`config.mk`:
```
export PLATFORM = sky130hd
export DESIGN_NAME = uart_tx_fifo_gen
export DESIGN_NICKNAME = d
export VERILOG_FILES = /design/src/rtl/uart_tx_fifo_gen.sv
export SDC_FILE = /design/constraint.sdc
export NUM_CORES = 1
export LEC_CHECK = 0
export ABC_AREA = 1
export CORE_UTILIZATION = 40
export DETAILED_ROUTE_END_ITERATION = 16
export PLACE_DENSITY = 0.57
export SLEW_MARGIN = 20
export SYNTH_ARGS = -nofsm -noshare
export SYNTH_HDL_FRONTEND = slang
export SYNTH_SLANG_ARGS = --single-unit
```
`constraint.sdc`:
```
create_clock -name clk -period 5.48 [get_ports clk]
set_input_delay 0.548 -clock clk [delete_from_list [all_inputs] [get_ports clk]]
set_output_delay 0.548 -clock clk [all_outputs]
set_load 0.03 [all_outputs]
```
`src/rtl/uart_tx_fifo_gen.sv`:
```
// uart_tx_fifo_gen
//   UART transmitter fed by an internal write FIFO. Host byte writes are queued
//   and sent as frames: start bit, DATA_BITS data bits LSB first, an optional
//   parity bit, then STOP_BITS stop bits. Each bit lasts exactly
//   DIV = round(CLK_FREQ / BAUD) clocks. Back-to-back frames have no idle gap.
//
//   Optional feature macro: UART_TX_PARITY_EN
//     defined   -> a parity bit follows the data bits; even parity, or odd
//                  parity when PARITY_ODD = 1
//     undefined -> no parity bit; PARITY_ODD is ignored
//
//   DIV must be at least 2.
//
// Ports
//   clk        in   system clock
//   rst        in   synchronous active-high reset (aborts the frame and empties the FIFO)
//   wr_en      in   write strobe
//   wr_data    in   word to queue (DATA_BITS wide)
//   full       out  FIFO holds 2**FIFO_AW words
//   level      out  words queued, excluding the frame in flight
//   overflow   out  sticky flag: a write arrived while full (cleared only by rst)
//   busy       out  transmitter is not idle
//   tx_done    out  one-clock pulse on the last clock of each frame
//   uart_tx_o  out  serial line, idle high

module uart_tx_fifo_gen #(
    parameter int CLK_FREQ   = 50_000_000,
    parameter int BAUD       = 115200,
    parameter int DATA_BITS  = 8,
    parameter int STOP_BITS  = 1,
    parameter int FIFO_AW    = 4,
    parameter int PARITY_ODD = 0
) (
    input  logic                 clk,
    input  logic                 rst,
    input  logic                 wr_en,
    input  logic [DATA_BITS-1:0] wr_data,
    output logic                 full,
    output logic [FIFO_AW:0]     level,
    output logic                 overflow,
    output logic                 busy,
    output logic                 tx_done,
    output logic                 uart_tx_o
);

    localparam int DIV   = (CLK_FREQ + BAUD / 2) / BAUD;
    localparam int DEPTH = 2 ** FIFO_AW;
    localparam int CW    = $clog2(DIV + 1);

    localparam logic [CW-1:0]    DIV_LAST  = CW'(DIV - 1);
    localparam logic [CW-1:0]    DIV_PEN   = CW'(DIV - 2);
    localparam logic [3:0]       DATA_LAST = 4'(DATA_BITS - 1);
    localparam logic [3:0]       STOP_LAST = 4'(STOP_BITS - 1);
    localparam logic [FIFO_AW:0] DEPTH_C   = (FIFO_AW + 1)'(DEPTH);

    typedef enum logic [2:0] {
        IDLE,
        START,
        DATA,
`ifdef UART_TX_PARITY_EN
        PARITY,
`endif
        STOP
    } state_t;

    state_t               state;
    logic [CW-1:0]        baud_cnt;
    logic [3:0]           bit_cnt;
    logic [DATA_BITS-1:0] shreg;

    logic [DATA_BITS-1:0] mem [DEPTH];
    logic [FIFO_AW-1:0]   wr_ptr;
    logic [FIFO_AW-1:0]   rd_ptr;
    logic [FIFO_AW:0]     count;

    logic wr_ok;
    logic pop;
    logic bit_end;
    logic frame_end;

    assign level     = count;
    assign full      = (count == DEPTH_C);
    assign wr_ok     = wr_en && !full;
    assign bit_end   = (baud_cnt == DIV_LAST);
    assign frame_end = (state == STOP) && bit_end && (bit_cnt == STOP_LAST);
    // A pop happens from IDLE, or on the edge closing a frame so the next
    // start bit follows the last stop bit directly.
    assign pop       = (count != '0) && ((state == IDLE) || frame_end);

`ifdef UART_TX_PARITY_EN
    logic par_bit;
    function automatic logic calc_parity(input logic [DATA_BITS-1:0] w);
        return (PARITY_ODD != 0) ? ~^w : ^w;
    endfunction
`else
    logic unused_parity_odd;
    assign unused_parity_odd = 1'(PARITY_ODD);
`endif

    // FIFO storage; data only, never reset.
    always_ff @(posedge clk) begin
        if (wr_ok) mem[wr_ptr] <= wr_data;
    end

    // FIFO control. A write while full is dropped even when a pop frees a slot
    // in the same cycle, because full comes from the registered count.
    always_ff @(posedge clk) begin
        if (rst) begin
            wr_ptr   <= '0;
            rd_ptr   <= '0;
            count    <= '0;
            overflow <= 1'b0;
        end else begin
            if (wr_ok) wr_ptr <= wr_ptr + 1'b1;
            if (pop)   rd_ptr <= rd_ptr + 1'b1;
            case ({wr_ok, pop})
                2'b10:   count <= count + 1'b1;
                2'b01:   count <= count - 1'b1;
                default: count <= count;
            endcase
            if (wr_en && full) overflow <= 1'b1;
        end
    end

    // Transmit FSM; uart_tx_o is registered and always holds the bit of the
    // state being entered.
    always_ff @(posedge clk) begin
        if (rst) begin
            state     <= IDLE;
            baud_cnt  <= '0;
            bit_cnt   <= '0;
            uart_tx_o <= 1'b1;
            busy      <= 1'b0;
            tx_done   <= 1'b0;
        end else begin
            // Raised one clock early so the pulse lands on the final stop clock.
            tx_done <= (state == STOP) && (bit_cnt == STOP_LAST) && (baud_cnt == DIV_PEN);

            case (state)
                IDLE: begin
                    baud_cnt <= '0;
                    bit_cnt  <= '0;
                    if (pop) begin
                        shreg     <= mem[rd_ptr];
`ifdef UART_TX_PARITY_EN
                        par_bit   <= calc_parity(mem[rd_ptr]);
`endif
                        state     <= START;
                        uart_tx_o <= 1'b0;
                        busy      <= 1'b1;
                    end
                end

                START: begin
                    if (bit_end) begin
                        state     <= DATA;
                        baud_cnt  <= '0;
                        bit_cnt   <= '0;
                        uart_tx_o <= shreg[0];
                        shreg     <= shreg >> 1;
                    end else begin
                        baud_cnt <= baud_cnt + 1'b1;
                    end
                end

                DATA: begin
                    if (bit_end) begin
                        baud_cnt <= '0;
                        if (bit_cnt == DATA_LAST) begin
                            bit_cnt   <= '0;
`ifdef UART_TX_PARITY_EN
                            state     <= PARITY;
                            uart_tx_o <= par_bit;
`else
                            state     <= STOP;
                            uart_tx_o <= 1'b1;
`endif
                        end else begin
                            bit_cnt   <= bit_cnt + 1'b1;
                            uart_tx_o <= shreg[0];
                            shreg     <= shreg >> 1;
                        end
                    end else begin
                        baud_cnt <= baud_cnt + 1'b1;
                    end
                end

`ifdef UART_TX_PARITY_EN
                PARITY: begin
                    if (bit_end) begin
                        state     <= STOP;
                        baud_cnt  <= '0;
                        bit_cnt   <= '0;
                        uart_tx_o <= 1'b1;
                    end else begin
                        baud_cnt <= baud_cnt + 1'b1;
                    end
                end
`endif

                STOP: begin
                    if (bit_end) begin
                        baud_cnt <= '0;
                        if (bit_cnt == STOP_LAST) begin
                            bit_cnt <= '0;
                            if (pop) begin
                                shreg     <= mem[rd_ptr];
`ifdef UART_TX_PARITY_EN
                                par_bit   <= calc_parity(mem[rd_ptr]);
`endif
                                state     <= START;
                                uart_tx_o <= 1'b0;
                            end else begin
                                state     <= IDLE;
                                uart_tx_o <= 1'b1;
                                busy      <= 1'b0;
                            end
                        end else begin
                            bit_cnt <= bit_cnt + 1'b1;
                        end
                    end else begin
                        baud_cnt <= baud_cnt + 1'b1;
                    end
                end

                default: begin
                    state     <= IDLE;
                    uart_tx_o <= 1'b1;
                    busy      <= 1'b0;
                end
            endcase
        end
    end

endmodule
```
==> out/metrics.cfg <==
[worst_setup_path]
crit_chain = ha_1 -> nand2_1 -> inv_1 -> nand2_1 -> nor2_4 -> nand2_2 -> nand2_4 -> nand2_8 -> clkinv_4 -> ha_1 -> xor2_1 -> ha_1 -> inv_1 -> nand2_1 -> nand3_1 -> nand2_1 -> nand2_1 -> nand2_1 -> nand2_1 -> a21oi_1
cpPeakStageDelay_ns = 0.39
cp.required_ns = 5.84
critical_path_class = reg -> reg
crit_top_cell = nand2_1
critPathMaxFanout = 9
start_kind = flip-flop
end_kind = flip-flop
cp.arrival_ns = 2.97
critPathSlowestCell = dfxtp_1

[clocking]
cts_resized = 0
cts_tree = built
insertion_delay_ns = 0.44
post-cts-setup-buffers = 0
cts_sinks = 172
cts-hold-fix-buffers = 0
clockBufferDepth = 2
cts_root_buffer = clkbuf_16
htree_levels = 4
path_clk_slew_ns = 0.07
cts_buffers = 17

[place]
port_buffers = 20
detailed_place_hpwl_mm = 10.6
place.gp.congestion = 0.839

[sta]
fin_worst_skew_ns = 0.00983
finalHoldViolations = 0
setup-violations-final = 0
rsz0062_at_grt = false
tightest_slew_ns = 0.897
post-route-period-util_pct = 47.7
setup_tns_ns = 0
max-slew-margin-rel_pct = 40.0
fmax_mhz = 382
timing.hold.ws_ns = 0.489
drv_slew = 0
fin_crit_ns = 2.61

[route]
vias_per_cell = 5.20
routedWlPerCell_um = 16.7
drt-initial-drc-count = 350
drtPass1Iterations = 4
drtAntennaViolNets = 0
vias = 5207
drt_wl_total_mm = 16.7
drc_errors = 0

[layout]
antenna_cells = 0
drive_above_1_share_pct = 7.37
fill_cells = 1704
post-route-util_pct = 46.8
fin_nets = 790
area_growth_pct = 13.0

[power_and_ir_drop]
vdd_drop_max_mv = 0.258
power.static_leakage_uw = 0.00318
power.density_mw_per_mm2 = 475

[synthesis]
yosysWarnings = 0
ys_types = 34
synth_largest_area_cell = edfxtp_1
ys_top_cells_by_area = edfxtp_1 54%, dfxtp_1 9.5%, nand2_1 9.0%, nand3_1 8.0%, nor2_1 3.4%
synth_top_area_share_pct = 54.0
ys_seq_area_share_pct = 63.5
syn-num-nets = 777
synth_area_sq_mm = 0.00756
yosys_register_bits = 172
synth_cells = 747
avgSynthCellArea_sq_um = 10.1

[global_routing]
track_usage_pct = 18.5
grt_pass1_vias = 5157
grt_max_degree = 69
antenna_found_initial = 0
grt_pass1_wl_mm = 27.1
grt_remaining_overflow = 0

[floorplan]
die_height_um = 140
die_area_sq_mm = 0.0195
design.core.area_sq_mm = 0.0183
placementRows = 49
die_w_um = 140
io-pin-count = 21
initial_core_util_pct = 41.4

[worst_hold_path]
hold_path.class = reg -> reg

[run]
cap_violations = 0

[outcome]
status = finished, final reports clean

[worst paths after layout]
kind         cells after the start        to  slack (ns)        start
max                             20  level[4]        2.87  baud_cnt[0]
min                              2  overflow        0.49     overflow
max reg2reg                     20  level[4]        2.87  baud_cnt[0]
min reg2reg                      2  overflow        0.49     overflow
[synth_stat cells]
library cell,n
inv_1,49
a21oi_1,31
nor3_2,2
xnor2_1,1
o21ai_0,27
buf_4,1
and2_1,1
o22ai_1,2
nand2_4,2
nor2_4,1
clkinv_4,1
nor2_1,69
nand3_1,121
a211oi_1,2
nand2_1,181
a21boi_0,1
nand2_2,5
o21bai_1,1
nor3_1,2
dfxtp_1,36
clkbuf_1,13
nor2_8,1
buf_1,2
inv_2,3
nor4_1,1
ha_1,19
o211ai_1,3
nand2_8,1
nor2_2,5
nand4_1,4
xor2_1,7
buf_2,13
o21ai_1,3
edfxtp_1,136
[routing by layer]
| metal | track usage (%) | share of wire (%) |
|---|---|---|
| met4 | 6.73 | 1.7 |
| met2 | 30.8 | 49 |
| met3 | 4.27 | 4.0 |
| met1 | 23.6 | 45 |
| met5 | 0 | 0 |
[through the flow]
stage               instance area (sq um)  setup slack (ns)  instances  power (uW)
floorplan                            7560              3.08        747        2510
global placement                     7950              2.52        970        2820
detailed placement                   7950              2.45        970        2850
CTS                                  8550              2.85       1002        4090
global route                         8550              2.54       1002        4310
finish                               8550              2.87       1002        4060
[area by class of cell]
cell class,instances,area [sq um],area share [%]
flip-flops and latches,172,4810,56.2
multi-input cells,493,2430,28.4
clock buffers,17,425,4.98
well taps,229,287,3.35
repair buffers,23,223,2.61
inverters,53,205,2.40
clock inverters,15,178,2.08
[logic make-up after synthesis]
kind of cell | after synthesis | share of synthesized area, %
compound gates | 70 | 4.90
xor+xnor | 8 | 0.926
fa+ha+maj | 19 | 3.14
buf+inv | 82 | 4.40
flops | 172 | 63.5
simple gates | 396 | 23.1
[power breakdown]
part	switching, uW	internal [uW]
Clock	548	690
Sequential	60.8	1540
Combinational	848	378
Total	1460	2600
[sequential cells by signal (all words and copies together), names as in the netlist, named ones only]
name / count
tx_done: 1
busy: 1
wr_ptr: 4
shreg: 8
mem: 128
bit_cnt: 4
rd_ptr: 4
level: 5
uart_tx_o: 1
baud_cnt: 9
state: 2
overflow: 1
[cell usage in the layout (no fill, tap or decap), types with 2 or more instances in the layout]
cell type,Yosys,final
clkbuf_16,0,17
nor3_1,2,2
inv_6,0,3
buf_4,1,3
ha_1,19,19
o21ai_1,3,3
o22ai_1,2,2
xor2_1,7,7
edfxtp_1,136,136
nand4_1,4,4
nand2_4,2,2
dfxtp_1,36,35
nor2_2,5,5
clkinv_4,1,4
inv_1,49,48
o211ai_1,3,3
clkinv_2,0,2
bufinv_16,0,2
clkdlybuf4s50_1,0,20
nor2_1,69,69
a211oi_1,2,2
nand2_1,181,181
inv_2,3,3
inv_8,0,5
a21oi_1,31,31
nand3_1,121,121
nand2_2,5,5
nor3_2,2,2
o21ai_0,27,27
[critical path, delay by kind of cell (launching register included)]
family,cells,cell delay (ns)
AO/OA/AOI/OAI,1,0.12
buffers and inverters,3,0.19
adder cells (fa/ha/maj),3,0.60
flip-flops,1,0.39
AND/OR/NAND/NOR,12,1.02
XOR/XNOR,1,0.22
Power figures use the tool's default switching activity.
